--- config.mk ---
export PLATFORM = sky130hd
export DESIGN_NAME = square_analyzer
export DESIGN_NICKNAME = d
export VERILOG_FILES = /design/src/rtl/square_analyzer.sv
export SDC_FILE = /design/constraint.sdc
export NUM_CORES = 1
export LEC_CHECK = 0
export ABC_AREA = 1
export CORE_MARGIN = 3
export CORE_UTILIZATION = 63
export DETAILED_ROUTE_END_ITERATION = 6
export PLACE_DENSITY = 0.87
export SYNTH_ARGS = -nofsm -noshare
export SYNTH_HDL_FRONTEND = slang
export SYNTH_SLANG_ARGS = --single-unit
export TNS_END_PERCENT = 100
--- constraint.sdc ---
create_clock -name clk -period 5.8 [get_ports clk]
set_input_delay 1.16 -clock clk [delete_from_list [all_inputs] [get_ports clk]]
set_output_delay 1.16 -clock clk [all_outputs]
set_load 0.01 [all_outputs]
--- src/rtl/square_analyzer.sv ---
// Square-wave analyzer: slices a strobed sample stream, measures period/high time, classifies duty, tracks lock.
// Build option SQUARE_ANALYZER_HYST_EN selects the HI_TH/LO_TH hysteresis slicer; otherwise the sign bit decides.
module square_analyzer #(
    parameter int                 CNT_W      = 16,
    parameter int                 MAX_PERIOD = 4096,
    parameter int                 LOCK_COUNT = 3,
    parameter logic signed [15:0] HI_TH      = 16'sd8192,
    parameter logic signed [15:0] LO_TH      = -16'sd8192
) (
    input  logic                    clk,
    input  logic                    rst,
    input  logic                    clk_en,
    input  logic signed [15:0]      sample_in,
    output logic                    level,
    output logic [CNT_W-1:0]        period,
    output logic [CNT_W-1:0]        high_time,
    output logic [1:0]              dc_code,
    output logic                    meas_valid,
    output logic                    locked,
    output logic                    loss,
    output logic [1:0]              dbg_state
);

    typedef enum logic [1:0] {
        ST_SEARCH  = 2'd0,
        ST_MEASURE = 2'd1,
        ST_LOCKED  = 2'd2
    } state_t;

    localparam int               MC_W   = $clog2(LOCK_COUNT + 1);
    localparam int               EW     = CNT_W + 4;
    localparam logic [CNT_W-1:0] MAX_P  = CNT_W'(MAX_PERIOD);
    localparam logic [MC_W-1:0]  LOCK_N = MC_W'(LOCK_COUNT);

    state_t             state_q, state_d;
    logic               level_q, level_d;
    logic [CNT_W-1:0]   cnt_p_q, cnt_p_d;
    logic [CNT_W-1:0]   cnt_h_q, cnt_h_d;
    logic [CNT_W-1:0]   period_q, period_d;
    logic [CNT_W-1:0]   high_q, high_d;
    logic [1:0]         dc_q, dc_d;
    logic               mv_q, mv_d;
    logic               locked_q, locked_d;
    logic               loss_q, loss_d;
    logic [MC_W-1:0]    match_q, match_d;
    logic               first_q, first_d;

    logic               new_level;
    logic               rise;
    logic               same;
    logic [1:0]         dc_new;
    logic [EW-1:0]      p_x, h_x;

`ifdef SQUARE_ANALYZER_HYST_EN
    // Inside the band the slicer keeps its previous decision.
    always_comb begin
        new_level = level_q;
        if (sample_in >= HI_TH)
            new_level = 1'b1;
        else if (sample_in <= LO_TH)
            new_level = 1'b0;
    end
`else
    assign new_level = (sample_in >= 16'sd0);
`endif

    assign rise = clk_en && new_level && !level_q;

    // Thresholds 3/16, 3/8, 5/8 of the period separate the four duty classes.
    always_comb begin
        p_x = EW'(cnt_p_q);
        h_x = EW'(cnt_h_q);
        if ((h_x << 4) < (p_x + (p_x << 1)))
            dc_new = 2'b00;
        else if ((h_x << 3) < (p_x + (p_x << 1)))
            dc_new = 2'b01;
        else if ((h_x << 3) < (p_x + (p_x << 2)))
            dc_new = 2'b10;
        else
            dc_new = 2'b11;
    end

    assign same = !first_q && (cnt_p_q == period_q) && (dc_new == dc_q);

    always_comb begin
        state_d  = state_q;
        level_d  = level_q;
        cnt_p_d  = cnt_p_q;
        cnt_h_d  = cnt_h_q;
        period_d = period_q;
        high_d   = high_q;
        dc_d     = dc_q;
        mv_d     = 1'b0;
        locked_d = locked_q;
        loss_d   = 1'b0;
        match_d  = match_q;
        first_d  = first_q;
        if (clk_en) begin
            level_d = new_level;
            if (rise) begin
                cnt_p_d = CNT_W'(1);
                cnt_h_d = CNT_W'(1);
                case (state_q)
                    ST_SEARCH: begin
                        state_d = ST_MEASURE;
                        first_d = 1'b1;
                        match_d = '0;
                    end
                    ST_MEASURE, ST_LOCKED: begin
                        period_d = cnt_p_q;
                        high_d   = cnt_h_q;
                        dc_d     = dc_new;
                        mv_d     = 1'b1;
                        first_d  = 1'b0;
                        if (state_q == ST_MEASURE) begin
                            if (same) begin
                                match_d = match_q + 1'b1;
                                if (match_d == LOCK_N) begin
                                    state_d  = ST_LOCKED;
                                    locked_d = 1'b1;
                                end
                            end else begin
                                match_d = '0;
                            end
                        end else if (!same) begin
                            state_d  = ST_MEASURE;
                            locked_d = 1'b0;
                            match_d  = '0;
                        end
                    end
                    default: state_d = ST_SEARCH;
                endcase
            end else if (state_q != ST_SEARCH) begin
                // No rising edge within MAX_PERIOD samples: drop back and wait for a fresh edge.
                if (cnt_p_q == MAX_P) begin
                    loss_d   = 1'b1;
                    locked_d = 1'b0;
                    cnt_p_d  = '0;
                    cnt_h_d  = '0;
                    match_d  = '0;
                    state_d  = ST_SEARCH;
                end else begin
                    cnt_p_d = cnt_p_q + 1'b1;
                    cnt_h_d = cnt_h_q + CNT_W'(new_level);
                end
            end
        end
    end

    always_ff @(posedge clk) begin
        if (rst) begin
            state_q  <= ST_SEARCH;
            level_q  <= 1'b0;
            cnt_p_q  <= '0;
            cnt_h_q  <= '0;
            period_q <= '0;
            high_q   <= '0;
            dc_q     <= 2'b00;
            mv_q     <= 1'b0;
            locked_q <= 1'b0;
            loss_q   <= 1'b0;
            match_q  <= '0;
            first_q  <= 1'b0;
        end else begin
            state_q  <= state_d;
            level_q  <= level_d;
            cnt_p_q  <= cnt_p_d;
            cnt_h_q  <= cnt_h_d;
            period_q <= period_d;
            high_q   <= high_d;
            dc_q     <= dc_d;
            mv_q     <= mv_d;
            locked_q <= locked_d;
            loss_q   <= loss_d;
            match_q  <= match_d;
            first_q  <= first_d;
        end
    end

    assign level      = level_q;
    assign period     = period_q;
    assign high_time  = high_q;
    assign dc_code    = dc_q;
    assign meas_valid = mv_q;
    assign locked     = locked_q;
    assign loss       = loss_q;
    assign dbg_state  = state_q;

endmodule

Word-level counts from Yosys, hierarchy flattened
Cells that the tools add are included.
{"block": "word_totals", "reg_bits": 75, "input_bits": 19, "output_inout_bits": 40}
{"block": "op_classes", "addsub": 5, "n_lt_le_gt_ge": 4, "eq_ne": 14, "mux": 33, "bitwise_logic": 3, "reduce_logical": 20}
{"cell": "$mux W16", "count": 6}
{"cell": "$mux W2", "count": 13}
{"cell": "$lt A20 B20 Y1", "count": 1}
{"cell": "$add A16 B18 Y19", "count": 1}
{"cell": "$lt A19 B18 Y1", "count": 1}
{"cell": "$lt A19 B19 Y1", "count": 1}
{"cell": "$add A16 B17 Y18", "count": 1}
{"cell": "$add A16 B1 Y16", "count": 1}
{"cell": "$add A16 B1 Y16 const B", "count": 1}
{"cell": "$eq A16 B13 Y1 const B", "count": 1}
{"cell": "$eq A16 B16 Y1", "count": 1}
{"cell": "$ge A16 B1 Y1 const B", "count": 1}
{"cell": "$ne A4 B4 Y1 const B", "count": 3}
{"cell": "$mux W1", "count": 11}
{"cell": "$pmux W2 S2", "count": 2}
{"cell": "$reduce_bool A2 Y1", "count": 4}
{"cell": "$reduce_and A7 Y1", "count": 1}
{"cell": "$ne A3 B2 Y1 const B", "count": 2}
{"cell": "$reduce_and A3 Y1", "count": 2}
{"cell": "$reduce_and A6 Y1", "count": 1}
{"cell": "$reduce_and A5 Y1", "count": 1}
{"cell": "$eq A2 B2 Y1 const B", "count": 2}
{"cell": "$logic_and A1 B1 Y1", "count": 4}
{"cell": "$reduce_or A4 Y1", "count": 1}
{"cell": "other kinds (13)", "count": 16}

Longest topological paths before layout
{"block": "depth", "word_depth": 11, "ltp_mapped": 33, "mapped_depth_nobuf": 33}

Worst setup path before layout
OpenSTA, ideal clock, no wires.
{"block": "synth_path", "path_kind": "reg2reg", "from": "register cnt_p_q[2]", "to": "register state_q[0] (netlist: dbg_state[0])", "t_arrival_ns": 3.651, "setup_slack_ns": 2.035, "stages_incl_launch_ff": 29, "n_path_buf": 0, "path_cell_list": "dfxtp_1 ha_1 fa_1 a21oi_1 o21bai_1 nand2_1 o211ai_1 a21oi_1 o21bai_1 a21oi_1 o21ai_0 a21oi_1 o21bai_1 xor2_1 ha_1 a21oi_1 o21ai_0 a21oi_1 nand2_1 a31oi_1 nand2_1 nand2_1 nand2_1 nand2_4 nand4_4 nand3_2 nand2_1 nand2_1 nor2_2"}
{"block": "synth_via", "elab_chain_cells": 9}
{"item": "from (decl)", "line_no": "37", "source": "logic [CNT_W-1:0] cnt_p_q, cnt_p_d;"}
{"item": "from (signal assigned)", "line_no": "167", "source": "cnt_p_q <= cnt_p_d;"}
{"item": "$add A16 B18 Y19", "line_no": "77", "source": "else if ((h_x << 3) < (p_x + (p_x << 2)))"}
{"item": "$lt A19 B19 Y1", "line_no": "77"}
{"item": "$mux W1", "line_no": "77"}
{"item": "$mux W2", "line_no": "75", "source": "else if ((h_x << 3) < (p_x + (p_x << 1)))"}
{"item": "$mux W2", "line_no": "73", "source": "if ((h_x << 4) < (p_x + (p_x << 1)))"}
{"item": "$eq A2 B2 Y1", "line_no": "83", "source": "assign same = !first_q && (cnt_p_q == period_q) && (dc_new == dc_q);"}
{"item": "$logic_and A1 B1 Y1", "line_no": "83"}
{"item": "$ne A4 B4 Y1 (no line)"}
{"item": "$reduce_and A6 Y1 (no line) (*)"}
{"item": "to (signal assigned)", "line_no": "165", "source": "state_q <= state_d;"}
{"item": "to (decl)", "line_no": "35", "source": "state_t state_q, state_d;"}
Mark *: on every way between the ends. The rest lies on a longest branch, timed or not.
A chain may end at the register's enable or synchronous reset.

Worst setup path after layout
{"block": "layout_path", "from": "register cnt_p_q[0]", "to": "register match_q[1]"}
{"block": "layout_via", "elab_chain_cells": 11}
{"item": "$add A16 B18 Y19", "line_no": "77"}
{"item": "$lt A19 B19 Y1", "line_no": "77"}
{"item": "$mux W1", "line_no": "77"}
{"item": "$mux W2", "line_no": "75"}
{"item": "$mux W2", "line_no": "73"}
{"item": "$eq A2 B2 Y1", "line_no": "83"}
{"item": "$logic_and A1 B1 Y1", "line_no": "83"}
{"item": "$mux W2", "line_no": "116", "source": "if (same) begin"}
{"item": "$mux W2", "line_no": "115", "source": "if (state_q == ST_MEASURE) begin"}
{"item": "$pmux W2 S2", "line_no": "103", "source": "case (state_q)"}
{"item": "$mux W2", "line_no": "100", "source": "if (rise) begin"}
{"item": "to (signal assigned)", "line_no": "175", "source": "match_q <= match_d;"}
{"item": "to (decl)", "line_no": "45", "source": "logic [MC_W-1:0] match_q, match_d;"}
Several ways; a longest one is shown, not always the timed one.

==> impl_metrics.env <==
export IMPL_drive_gt1_share_pct=6.768
export IMPL_routed_wl_um=15290
export IMPL_antenna_cells=0
export IMPL_die_x_um=102.7
export IMPL_critPathKind="reg2reg"
export IMPL_max_stage_delay_ns=0.47
export IMPL_cts_resized=0
export IMPL_cts_buffers=9
export IMPL_worst_pin_slew_ns=0.7021
export IMPL_holdBufCountCts=0
export IMPL_synth_top_area_share_pct=25.47
export IMPL_synth_area_top_cells="dfxtp_1 25%, ha_1 19%, a21oi_1 8.4%"
export IMPL_core_area_sq_um=8891
export IMPL_syn_cell_area_sq_um=5896
export IMPL_yosysSeqAreaShare_pct=25.47
export IMPL_ys_ff_latch=75
export IMPL_max_cap_violations=0
export IMPL_dieArea_sq_um=10550
export IMPL_finalHoldViolCount=0
export IMPL_leakagePower_nw=2.930
export IMPL_vias=5683
export IMPL_irDropWorstVdd_mv=0.1566
export IMPL_outcome="finished, final reports clean"
export IMPL_placementRows=34
export IMPL_cts_root_buf="clkbuf_8"
export IMPL_numPortBuffers=43
export IMPL_hpwlAfterDp_um=11790
export IMPL_pin_count=59
export IMPL_setup_tns_ns=0
export IMPL_power_density_nw_per_um2=181.3
export IMPL_antenna_left=0
export IMPL_cts_tree="yes"
export IMPL_clk_path_buf_depth=2
export IMPL_syn_area_per_cell_sq_um=7.270
export IMPL_slew_headroom_pct=53.08
export IMPL_drc=0
export IMPL_synthArstFlopShare_pct=0
export IMPL_routed_via_density=5.889
export IMPL_synth_nets=921
export IMPL_arrival_ns=5.02
export IMPL_cp_common_cell="nand2_1"
export IMPL_path_max_fanout=7
export IMPL_grt_max_degree=40
export IMPL_crit_path_top_delay_cell="dfxtp_1"
export IMPL_antenna_found_initial=0
export IMPL_end_kind="flop"
export IMPL_clock_skew_final_ns=0.01668
export IMPL_yosysWarnings=0
export IMPL_required_ns=6.09
export IMPL_fin_nets=962
export IMPL_first_pass_iters=7
export IMPL_grt_pass1_vias=5302
export IMPL_period_share_pct=81.62
export IMPL_h_tree_depth=3
export IMPL_ys_flop_type="dfxtp_1"
export IMPL_clkTransAtPathRegs_ns=0.08
export IMPL_wire_per_inst_um=15.84
export IMPL_grt_setup_unrepaired="no"
export IMPL_area_growth_syn_to_layout_pct=12.46
export IMPL_grt_overflow=0
export IMPL_start_kind="flop"
export IMPL_synth_most_common_cell="nand2_1"
export IMPL_synthTopCellsByCount="122 x nand2_1, 99 x a21oi_1, 97 x inv_1"
export IMPL_grt_use_total_pct=30.15
export IMPL_clock_sinks=75
export IMPL_slew_violations=0
export IMPL_worstSkewPairLatency_ns=0.36
export IMPL_yosysTopAreaCell="dfxtp_1"
export IMPL_synth_edf_count=0
export IMPL_die_h_um=102.7
export IMPL_fmax_mhz=211.2
export IMPL_totalPowerFinal_mw=1.202
export IMPL_drtIter0Drc=349
export IMPL_grt_first_pass_wirelength_um=25070
export IMPL_start_util_pct=66.31
export IMPL_hold_class="reg2reg"
export IMPL_synthCells=811
export IMPL_period_minus_slack_ns=4.734
export IMPL_setup_viol=0
export IMPL_synth_cell_type_count=39
export IMPL_gp_congestion=0.9760
export IMPL_cts_setup_buffers=0
[power breakdown]
group | total, mW | switching (mW) | leakage (nW) | internal (mW)
Combinational | 0.204 | 0.127 | 2.22 | 0.0765
Sequential | 0.548 | 0.0170 | 0.607 | 0.531
Clock | 0.450 | 0.207 | 0.106 | 0.243
[logic make-up (layout without fill, tap and decap cells)]
family          Yosys count  in the layout  synth area share (%)
compound gates          198            198                 18.23
fa+ha+maj                91             91                 19.57
flops                    75             75                 25.47
xor+xnor                 31             31                 4.605
simple gates            298            298                 24.36
buf+inv                 118            164                 7.767
[worst max-delay path, delay by kind of cell (launching register included)]
family / cells / cell delay [ns]
AOI/OAI and AO/OA: 11 / 2.01
DFF: 1 / 0.47
adders and majority gates: 3 / 0.76
and+or+nand+nor: 13 / 1.34
buffers and inverters: 2 / 0.09
[area by class of cell]
cell class / count / area (sq um)
clock buffers: 10 / 127.6
clock inverters: 6 / 90.09
fillers: 699 / 2261
inverters: 103 / 386.6
multi-input cells: 618 / 3944
flip-flops and latches: 75 / 1501
well taps: 108 / 135.1
repair buffers: 45 / 445.4
[flip-flops by register name (all words and copies together) (netlist names)]
register,cells
period,16
meas_valid,1
level,1
loss,1
cnt_p_q,16
high_time,16
dbg_state,2
cnt_h_q,16
first_q,1
locked,1
match_q,2
dc_code,2
[layer usage]
layer / vias to the layer above / GRT usage, % / part of all wire (%) / wire, um
met2: 158 / 53.62 / 50 / 7605
met5: - / 0 / 0 / 0
met1: 2655 / 37.61 / 43 / 6609
met3: 28 / 3.992 / 4.7 / 724
li1: 2842 / - / - / -
met4: 0 / 9.960 / 2.3 / 347
[stage by stage]
step	util (%)	std cells	hold slack (ns)	worst slack, ns	instance area, sq um
finish	74.57	965	0.5041	1.066	6630
global route	74.57	965	0.5221	0.5216	6630
CTS	74.57	965	0.4981	1.116	6630
floorplan	-	811	0.4516	2.035	5896
global placement	72.12	949	0.4644	1.262	6412
detailed placement	72.12	949	0.4861	1.151	6412
[layout by cell type, fill, tap and decap left out, drive strengths merged, types with 3 or more instances in the layout]
cell,instances
a211oi,3
a21oi,102
a221oi,3
a31oi,9
clkbuf,10
clkdlybuf4s50,43
clkinv,4
dfxtp,75
ha,89
inv,102
nand2,136
nand3,29
nand4,19
nor2,70
nor3,37
nor4,3
o21a,3
o21ai,64
o21bai,9
o22ai,3
xnor2,8
xor2,23
[worst paths after layout]
path         cells after the start       start    endpoint  slack (ns)
min                              2  match_q[0]  match_q[0]        0.50
min reg2reg                      2  match_q[0]  match_q[0]        0.50
max                             29  cnt_p_q[0]  match_q[1]        1.07
max reg2reg                     29  cnt_p_q[0]  match_q[1]        1.07
Power figures use the tool's default switching activity.
